--- config.mk ---
export PLATFORM = sky130hd
export DESIGN_NAME = wash_cycle_sequencer
export DESIGN_NICKNAME = d
export VERILOG_FILES = /design/src/rtl/wash_pkg.sv /design/src/rtl/wash_phase_timer.sv /design/src/rtl/wash_cycle_sequencer.sv
export SDC_FILE = /design/constraint.sdc
export NUM_CORES = 1
export LEC_CHECK = 0
export ABC_AREA = 1
export CAP_MARGIN = 20
export CORE_ASPECT_RATIO = 1.75
export CORE_MARGIN = 2
export CORE_UTILIZATION = 63
export DETAILED_ROUTE_END_ITERATION = 8
export PLACE_DENSITY_LB_ADDON = 0.12
export SLEW_MARGIN = 30
export SYNTH_ARGS = -nofsm -noshare
export SYNTH_HDL_FRONTEND = slang
export SYNTH_SLANG_ARGS = --single-unit
--- constraint.sdc ---
create_clock -name clkorig -period 4.35 [get_ports clkorig]
set_input_delay 1.0875 -clock clkorig [delete_from_list [all_inputs] [get_ports clkorig]]
set_output_delay 1.0875 -clock clkorig [all_outputs]
set_load 0.05 [all_outputs]
--- src/rtl/wash_pkg.sv ---
// Shared types, codes and per-program lookups for the wash cycle sequencer.
package wash_pkg;

  typedef enum logic [3:0] {
    ST_IDLE        = 4'd0,
    ST_FILL        = 4'd1,
    ST_WASH        = 4'd2,
    ST_DRAIN       = 4'd3,
    ST_RINSE_FILL  = 4'd4,
    ST_RINSE       = 4'd5,
    ST_RINSE_DRAIN = 4'd6,
    ST_SPIN        = 4'd7,
    ST_DONE        = 4'd8,
    ST_PAUSE       = 4'd9,
    ST_ERROR       = 4'd10
  } state_e;

  typedef enum logic [1:0] {
    MOTOR_OFF     = 2'b00,
    MOTOR_AGITATE = 2'b01,
    MOTOR_SPIN    = 2'b10
  } motor_e;

  typedef enum logic [1:0] {
    PROG_QUICK  = 2'b00,
    PROG_NORMAL = 2'b01,
    PROG_HEAVY  = 2'b10,
    PROG_ALT    = 2'b11
  } prog_e;

  localparam logic [1:0] LEVEL_EMPTY = 2'd0;
  localparam logic [1:0] LEVEL_LOW   = 2'd1;
  localparam logic [1:0] LEVEL_MID   = 2'd2;
  localparam logic [1:0] LEVEL_FULL  = 2'd3;

  typedef struct packed {
    logic   fill_valve;
    logic   drain_pump;
    motor_e motor;
    logic   door_lock;
    logic   done;
    logic   error;
  } act_t;

  function automatic logic [1:0] target_level(input logic [1:0] p);
    case (p)
      PROG_QUICK: return LEVEL_LOW;
      PROG_HEAVY: return LEVEL_FULL;
      default:    return LEVEL_MID;
    endcase
  endfunction

  function automatic logic [1:0] rinse_passes(input logic [1:0] p);
    case (p)
      PROG_HEAVY: return 2'd2;
      default:    return 2'd1;
    endcase
  endfunction

  function automatic act_t decode_outputs(input state_e s);
    act_t a;
    a = '0;
    case (s)
      ST_FILL, ST_RINSE_FILL: begin
        a.fill_valve = 1'b1;
        a.door_lock  = 1'b1;
      end
      ST_WASH, ST_RINSE: begin
        a.motor     = MOTOR_AGITATE;
        a.door_lock = 1'b1;
      end
      ST_DRAIN, ST_RINSE_DRAIN: begin
        a.drain_pump = 1'b1;
        a.door_lock  = 1'b1;
      end
      ST_SPIN: begin
        a.drain_pump = 1'b1;
        a.motor      = MOTOR_SPIN;
        a.door_lock  = 1'b1;
      end
      ST_DONE:  a.done  = 1'b1;
      ST_ERROR: a.error = 1'b1;
      default:  a = '0;
    endcase
    return a;
  endfunction

endpackage

--- src/rtl/wash_phase_timer.sv ---
// Phase timer: clear / hold / load (pause restore) / increment, with limit compare.
module wash_phase_timer #(
  parameter int unsigned TW = 10
) (
  input  logic          clk_i,
  input  logic          rst_n_i,
  input  logic          clr_i,
  input  logic          load_i,
  input  logic          inc_i,
  input  logic [TW-1:0] load_val_i,
  input  logic [TW-1:0] limit_i,
  output logic [TW-1:0] count_o,
  output logic          at_limit_o
);

  logic [TW-1:0] count_q, count_d;

  // Restore beats clear so a resume lands on the saved count.
  always_comb begin
    count_d = count_q;
    if (load_i) begin
      count_d = load_val_i;
    end else if (clr_i) begin
      count_d = '0;
    end else if (inc_i) begin
      count_d = count_q + TW'(1);
    end else begin
      count_d = count_q;
    end
  end

  // Count register.
  always_ff @(posedge clk_i) begin
    if (!rst_n_i) begin
      count_q <= '0;
    end else begin
      count_q <= count_d;
    end
  end

  assign count_o    = count_q;
  assign at_limit_o = (count_q == limit_i);

endmodule

--- src/rtl/wash_cycle_sequencer.sv ---
// Wash program sequencer: FSM walking fill/wash/drain/rinse/spin with door pause
// and fill/drain timeouts; actuator outputs registered from the next state.
module wash_cycle_sequencer
  import wash_pkg::*;
#(
  parameter int unsigned TW          = 10,
  parameter int unsigned FILL_TICKS  = 8,
  parameter int unsigned WASH_TICKS  = 20,
  parameter int unsigned DRAIN_TICKS = 6,
  parameter int unsigned RINSE_TICKS = 10,
  parameter int unsigned SPIN_TICKS  = 12
) (
  input  logic       clkorig,
  input  logic       power,
  input  logic       start,
  input  logic       door,
  input  logic [1:0] prog,
  input  logic [1:0] water_level,
  output logic       fill_valve,
  output logic       drain_pump,
  output logic [1:0] motor,
  output logic       door_lock,
  output logic [3:0] state,
  output logic       done,
  output logic       error
);

  localparam logic [TW-1:0] FILL_LIM    = TW'(FILL_TICKS - 1);
  localparam logic [TW-1:0] DRAIN_LIM   = TW'(DRAIN_TICKS - 1);
  localparam logic [TW-1:0] RINSE_LIM   = TW'(RINSE_TICKS - 1);
  localparam logic [TW-1:0] SPIN_LIM    = TW'(SPIN_TICKS - 1);
  localparam logic [TW-1:0] WASH_LIM_QK = TW'(WASH_TICKS - 1);
  localparam logic [TW-1:0] WASH_LIM_NM = TW'(2 * WASH_TICKS - 1);
  localparam logic [TW-1:0] WASH_LIM_HV = TW'(3 * WASH_TICKS - 1);

  state_e        state_q, state_d, saved_state_q, saved_state_d;
  logic [1:0]    prog_q, prog_d, rinse_cnt_q, rinse_cnt_d;
  logic [TW-1:0] saved_timer_q, saved_timer_d;
  logic [TW-1:0] tmr_count, tmr_limit;
  logic          tmr_clr, tmr_load, tmr_inc, tmr_at_limit;
  logic          in_cycle, level_ok, drained;
  act_t          act_q;

  assign in_cycle = (state_q >= ST_FILL) && (state_q <= ST_SPIN);
  assign level_ok = (water_level >= target_level(prog_q));
  assign drained  = (water_level == LEVEL_EMPTY);

  wash_phase_timer #(.TW(TW)) u_timer (
    .clk_i      (clkorig),
    .rst_n_i    (power),
    .clr_i      (tmr_clr),
    .load_i     (tmr_load),
    .inc_i      (tmr_inc),
    .load_val_i (saved_timer_q),
    .limit_i    (tmr_limit),
    .count_o    (tmr_count),
    .at_limit_o (tmr_at_limit)
  );

  // Limit for the current phase; WASH scales with the latched program.
  always_comb begin
    tmr_limit = '0;
    case (state_q)
      ST_FILL, ST_RINSE_FILL:   tmr_limit = FILL_LIM;
      ST_DRAIN, ST_RINSE_DRAIN: tmr_limit = DRAIN_LIM;
      ST_RINSE:                 tmr_limit = RINSE_LIM;
      ST_SPIN:                  tmr_limit = SPIN_LIM;
      ST_WASH: begin
        case (prog_q)
          PROG_QUICK: tmr_limit = WASH_LIM_QK;
          PROG_HEAVY: tmr_limit = WASH_LIM_HV;
          default:    tmr_limit = WASH_LIM_NM;
        endcase
      end
      default:                  tmr_limit = '0;
    endcase
  end

  // Next-state logic; an open door during a locked phase outranks any phase exit.
  always_comb begin
    state_d       = state_q;
    prog_d        = prog_q;
    rinse_cnt_d   = rinse_cnt_q;
    saved_state_d = saved_state_q;
    saved_timer_d = saved_timer_q;
    tmr_clr       = 1'b0;
    tmr_load      = 1'b0;
    tmr_inc       = 1'b0;
    if (door && in_cycle) begin
      state_d       = ST_PAUSE;
      saved_state_d = state_q;
      saved_timer_d = tmr_count;
    end else begin
      tmr_inc = in_cycle;
      case (state_q)
        ST_IDLE: begin
          if (start && !door) begin
            state_d     = ST_FILL;
            prog_d      = prog;
            rinse_cnt_d = 2'd0;
          end else begin
            state_d = ST_IDLE;
          end
        end
        ST_FILL, ST_RINSE_FILL: begin
          if (level_ok) begin
            if (state_q == ST_FILL) state_d = ST_WASH;
            else                    state_d = ST_RINSE;
          end else if (tmr_at_limit) begin
            state_d = ST_ERROR;
          end else begin
            state_d = state_q;
          end
        end
        ST_WASH: begin
          if (tmr_at_limit) state_d = ST_DRAIN;
          else              state_d = ST_WASH;
        end
        ST_RINSE: begin
          if (tmr_at_limit) state_d = ST_RINSE_DRAIN;
          else              state_d = ST_RINSE;
        end
        ST_DRAIN, ST_RINSE_DRAIN: begin
          if (drained) begin
            if (state_q == ST_DRAIN) begin
              state_d = ST_RINSE_FILL;
            end else if ((rinse_cnt_q + 2'd1) < rinse_passes(prog_q)) begin
              state_d     = ST_RINSE_FILL;
              rinse_cnt_d = rinse_cnt_q + 2'd1;
            end else begin
              state_d = ST_SPIN;
            end
          end else if (tmr_at_limit) begin
            state_d = ST_ERROR;
          end else begin
            state_d = state_q;
          end
        end
        ST_SPIN: begin
          if (tmr_at_limit) state_d = ST_DONE;
          else              state_d = ST_SPIN;
        end
        ST_DONE: begin
          if (door) state_d = ST_IDLE;
          else      state_d = ST_DONE;
        end
        ST_PAUSE: begin
          if (start && !door) begin
            state_d  = saved_state_q;
            tmr_load = 1'b1;
          end else begin
            state_d = ST_PAUSE;
          end
        end
        ST_ERROR: state_d = ST_ERROR;
        default:  state_d = ST_IDLE;
      endcase
      tmr_clr = (state_d != state_q);
    end
  end

  // State, context and actuator registers.
  always_ff @(posedge clkorig) begin
    if (!power) begin
      state_q       <= ST_IDLE;
      saved_state_q <= ST_IDLE;
      saved_timer_q <= '0;
      prog_q        <= 2'b00;
      rinse_cnt_q   <= 2'd0;
      act_q         <= '0;
    end else begin
      state_q       <= state_d;
      saved_state_q <= saved_state_d;
      saved_timer_q <= saved_timer_d;
      prog_q        <= prog_d;
      rinse_cnt_q   <= rinse_cnt_d;
      act_q         <= decode_outputs(state_d);
    end
  end

  assign state      = state_q;
  assign fill_valve = act_q.fill_valve;
  assign drain_pump = act_q.drain_pump;
  assign motor      = act_q.motor;
  assign door_lock  = act_q.door_lock;
  assign done       = act_q.done;
  assign error      = act_q.error;

endmodule

Word-level counts from Yosys, hierarchy flattened --
Cells that the tools add are included.
Storage, ports and cells: bits of input ports 8, bits in registers 39, output and inout port bits 11
Cells by class: mux-type cells 42, reduce and logical (&&, ||, !) cells 17, bitwise operators 1, order comparisons 4, equal/unequal tests 26, add/sub/neg operators 2
Operators by type and width (number):
- one-hot mux 4 bit (9 select lines) | 1
- == test 4 x 3 -> 1 bit, second input constant | 8
- two-way mux 4 bit | 8
- two-way mux 10 bit | 3
- one-hot mux 6 bit (5 select lines) | 1
- two-way mux 2 bit | 12
- == test 4 bit, second input constant | 5
- == test 4 x 2 -> 1 bit, second input constant | 4
- two-way mux 1 bit | 12
- one-hot mux 2 bit (2 select lines) | 3
- one-hot mux 6 bit (2 select lines) | 1
- adder 10 x 1 -> 10 bit, second input constant | 1
- == test 10 x 6 -> 1 bit | 1
- == test 4 x 1 -> 1 bit, second input constant | 2
- != test 2 bit, second input constant | 4
- OR reduction 2 bit | 4
- OR reduction 7 bit | 1
- AND reduction 6 bit | 1
- >= comparator 4 x 1 -> 1 bit, second input constant | 1
- less-or-equal comparator 4 x 3 -> 1 bit, second input constant | 1
- zero test 2 bit | 2
- zero test 4 bit | 1
- != test 4 bit | 1
- logical AND 1 bit | 3
- other kinds (11) | 11

Depth between registers and ports, before layout --
depth in word-level cells 16, gate-level depth with buffers 25, gate-level depth less buffers 23

Cells and area by module --
Synthesis repeated with hierarchy kept, for this count alone.
Second synthesis, totals: cells, all modules 365, area total of the unflattened synthesis 2428.6 µm²
By module, submodules not included:
- wash_cycle_sequencer | times used 1, area an instance 1679.1 µm², cells each 259
- wash_phase_timer | times used 1, area an instance 749.5 µm², cells each 106

Worst setup path after synthesis --
Ideal clock, no wire load.
kind input port to flip-flop, start point in water_level[0], end point reg u_timer.count_q[5] (netlist: u_timer.count_o[5]), slack 1.418 ns, cell stages on the path 20, library setup time 0.112 ns, buffers on the path 1, data arrival time 2.820 ns, cells stage by stage inv_1 ha_1 nor2_1 inv_1 a21o_1 nand2_1 o211ai_1 a21oi_1 nand2_1 nor2_2 nand2_1 nand2_1 nand2_1 nor2_1 nand3_1 nand2_1 buf_2 nand4_1 nand2_1 nor2_1
Between the ends: longest elaborated chain between the ends 8, elaborated cells on any way between the ends 11, those cells by class 1 x order compare; 1 x eq/ne; 7 x mux; 2 x reduce/logical
Ends and longest elaborated chain:
- start: declaration | line wash_cycle_sequencer.sv:18 | input logic [1:0] water_level,
- >= comparator 2 bit / zero test 2 bit (equally long branches) | line wash_cycle_sequencer.sv:45, wash_cycle_sequencer.sv:46
- two-way mux 4 bit, on equally long branches | line wash_cycle_sequencer.sv:106, wash_cycle_sequencer.sv:124
- one-hot mux 4 bit (9 select lines) (*) | line wash_cycle_sequencer.sv:95 | case (state_q)
- two-way mux 4 bit (*) | line wash_cycle_sequencer.sv:89 | if (door && in_cycle) begin
- != test 4 bit (*) | line wash_cycle_sequencer.sv:158 | tmr_clr = (state_d != state_q);
- two-way mux 1 bit (*) | line wash_cycle_sequencer.sv:89
- two-way mux 10 bit | line wash_phase_timer.sv:23 | end else if (clr_i) begin
- two-way mux 10 bit | line wash_phase_timer.sv:21 | if (load_i) begin
- end signal: assignment | line wash_phase_timer.sv:37 | count_q <= count_d;
- end: declaration | line wash_phase_timer.sv:16 | logic [TW-1:0] count_q, count_d;
Every way passes the cells marked *; elsewhere a longest branch is shown, timed or not. The select of a mux whose other input is x is not followed. A chain may end at the register's enable or synchronous reset.

Worst setup path in the final report --
start point in water_level[0], end point reg u_timer.count_q[3] (netlist: u_timer.count_o[3])
Same word-level chain as after synthesis.

==> results.py <==
metrics = {
    "outcome": {
        "outcome": "finished clean",
    },
    "clocking": {
        "cts_buffers": 5,
        "ctsResizeCount": 0,
        "clkTransAtPathRegs_ps": 70,
        "cts_tree": "done",
        "insertion_delay_ps": 290,
        "clock_path_buffers": 2,
        "cts-root-buf": "clkbuf_8",
        "hold_buffers": 0,
        "postCtsSetupBuffers": 0,
        "cts_sinks": 39,
        "htreeDepth": 2,
    },
    "power": {
        "leakagePower_nw": 1.37,
        "vdd_ir_drop_max_mv": 0.737,
        "sequentialPowerShare_pct": 24.3,
        "p_int_mw": 1.08,
        "p_per_area_nw_per_um2": 826,
        "switching_power_mw": 1.22,
        "sw_frac_of_total_pct": 53.1,
        "clock_power_share_pct": 10.5,
        "fin_total_pwr_mw": 2.30,
        "p_comb_share_pct": 65.2,
    },
    "grt": {
        "grt_util_all_layers_pct": 31.3,
        "grt_antenna_before_repair": 0,
        "grt_pass1_wl_mm": 10.7,
        "grt_pass1_vias": 2540,
        "grt_max_degree": 28,
        "grt_overflow": 0,
    },
    "run": {
        "drv_cap": 0,
    },
    "worst_setup_path": {
        "cp-startpoint": "water_level[0]",
        "cp_data_arrival_time_ps": 3800,
        "worstSetupPathDepth": 22,
        "rr_worst_depth": 21,
        "slowest_delay_ps": 470,
        "crit_type": "input port to flop",
        "start_kind": "input port",
        "r2r-start": "state[2]",
        "required_ps": 4570,
        "crit_chain": "clkdlybuf4s50_1, inv_1, ha_1, nor2_1, inv_1, a21o_1, nand2_1, o211ai_1, a21oi_1, nand2_1, nor2_2, nand2_1, nand2_1, nand2_1, nor2_1, nand3_1, nand2_1, buf_4, nand3_1, nand2_1, nor2_1, nor2_1",
        "end_kind": "flop",
        "crit_family": "simple AND/OR/NAND/NOR gates",
        "worst_path_max_delay_cell": "clkdlybuf4s50_1",
        "cp_num_buf_inv": 4,
        "crit_fanout": 12,
        "path_common_cell": "nand2_1",
    },
    "layout": {
        "layout-drive-gt1-share_pct": 7.49,
        "layout_commonest_cell": "nand2_1",
        "syn2layout_area_growth_pct": 11.3,
        "final_area_um2": 2790,
        "final_cells": 475,
        "fin_nets": 438,
        "mostFrequentLayoutCells": "nand2_1, nor2_1, inv_1",
        "diodes": 0,
    },
    "timing": {
        "setup_viol": 0,
        "fin_tns_setup_ps": 0,
        "fmax_ghz": 0.279,
        "slew_headroom_pct": 62.6,
        "fin_crit_sh_pct": 82.3,
        "tightest_slew_ps": 561,
        "worst_slack_ps": 772,
        "finalClockSkew_ps": 10.7,
        "drv_slew": 0,
        "layout_min_cycle_time_ps": 3580,
        "rsz0062_at_grt": "false",
        "final_hold_viol_count": 0,
    },
    "placement": {
        "dpl.hpwl_mm": 4.98,
        "place.gp.congestion": 0.982,
        "placed_cell_area_um2": 2700,
        "post-place-ws_ps": 489,
        "dp_cells": 467,
        "port_buffers": 18,
    },
    "yosys": {
        "yosysUniqueCellTypes": 32,
        "syn-cell-area_um2": 2500,
        "ys_warn_count": 0,
        "ys_ff_latch": 39,
        "synth_cells": 411,
        "avgSynthCellArea_um2": 6.09,
        "seq_area_frac_synth_pct": 31.2,
        "synth.net_count": 423,
    },
    "floorplanning": {
        "dieWidth_um": 51.7,
        "fp.coreArea_um2": 3830,
        "fp-row-count": 30,
        "die_area_um2": 4520,
        "fp.dieH_um": 87.4,
        "ios": 19,
        "start_util_pct": 65.4,
    },
    "detailed_routing": {
        "routed_wl_mm": 6.36,
        "vias": 2595,
        "ant_nets": 0,
        "drc": 0,
        "drtIter0Drc": 40,
        "routed_via_density": 5.46,
        "wl_per_cell_um": 13.4,
        "first_pass_iters": 4,
    },
    "hold_path": {
        "hold_path_class": "flop to flop",
        "whs_path_depth": 2,
        "worstHoldStart": "saved_state_q[3]",
    },
}
[area by class of cell]
type / instances / area [µm²]
Fill cell: 368 / 1040
Multi-Input combinational cell: 306 / 1460
Clock inverter: 2 / 12.5
Inverter: 52 / 196
Sequential cell: 39 / 781
Timing Repair Buffer: 22 / 210
Clock buffer: 6 / 72.6
Tap cell: 48 / 60.1
[routing by layer]
layer  global-route usage (%)  vias to the layer above  share of wire (%)
met3                     4.30                       34                2.7
met4                     23.4                        0                6.7
met5                        0                        -                  0
met1                     29.6                     1150                 37
met2                     58.3                       65                 54
li1                         -                     1346                  -
[cells in the mapped netlist]
cell	instances	area, µm²
a21oi_1	24	120
buf_2	1	5.00
buf_6	2	22.5
nor3_1	5	25.0
a21boi_1	1	7.51
ha_1	4	50.1
a211oi_1	1	7.51
nand3_2	2	20.0
a21o_1	1	7.51
nand3_1	35	175
a2111oi_0	1	8.76
o21ai_1	1	5.00
buf_4	1	7.51
nand2_1	117	439
nor2_1	55	206
clkinv_1	1	3.75
clkbuf_1	10	37.5
inv_2	4	15.0
o22a_1	1	8.76
nand4_1	14	87.6
a31oi_1	3	18.8
inv_1	46	173
o21ai_0	18	90.1
o211ai_1	1	7.51
xor2_1	7	61.3
clkinv_2	1	5.00
nand2_2	4	25.0
or2_2	2	12.5
nor4_1	1	6.26
dfxtp_1	39	781
nor2_4	3	33.8
nor2_2	5	31.3
[worst reg2reg max path, stage by stage, from the launching register on]
cell,delay [ps]
dfxtp_1,530
inv_2,110
nor2_1,360
nand2_2,130
nand2_2,150
nor2_1,90
nand3_1,70
nand2_1,60
inv_2,100
nand3_2,150
a21boi_1,230
nand3_1,160
nand2_1,80
nand2_1,50
clkinv_1,40
nand3_1,60
nand2_1,240
buf_4,240
nand3_1,90
nand2_1,90
nor2_1,40
nor2_1,90
[cells by family after synthesis]
group	synth area share [%]
and+or+nand+nor	42.4
buffers and inverters	10.7
AOI/OAI and AO/OA	11.2
DFF	31.2
xor gates and xnor gates	2.45
adders and majority gates	2.00
[through the flow]
stage               hold WS (ps)  util (%)
floorplan                    436         -
global placement             454      70.6
detailed placement           455      70.6
CTS                          470      72.8
global route                 504      72.8
finish                       465      72.8
[power by group through the flow]
stage	sequential, mW	clock (mW)	combinational, mW
after detailed placement	0.564	0	1.49
final	0.558	0.242	1.50
after CTS	0.556	0.246	1.50
after global placement	0.560	0	1.46
after floorplan	0.637	0	1.11
after global routing	0.571	0.263	1.72
[worst paths after layout]
| check | endpoint | slack [ps] |
|---|---|---|
| setup / recovery | u_timer.count_o[3] | 770 |
| hold / removal | saved_state_q[3] | 460 |
| setup reg to reg | u_timer.count_o[3] | 1150 |
| hold reg to reg | saved_state_q[3] | 460 |
[sequential cells by signal (all words and copies together) (netlist names), 2 cells and up]
signal,cells
rinse_cnt_q,2
motor,2
saved_timer_q,10
prog_q,2
state,4
saved_state_q,4
u_timer.count_o,10
(Power assumes the default switching activity.)
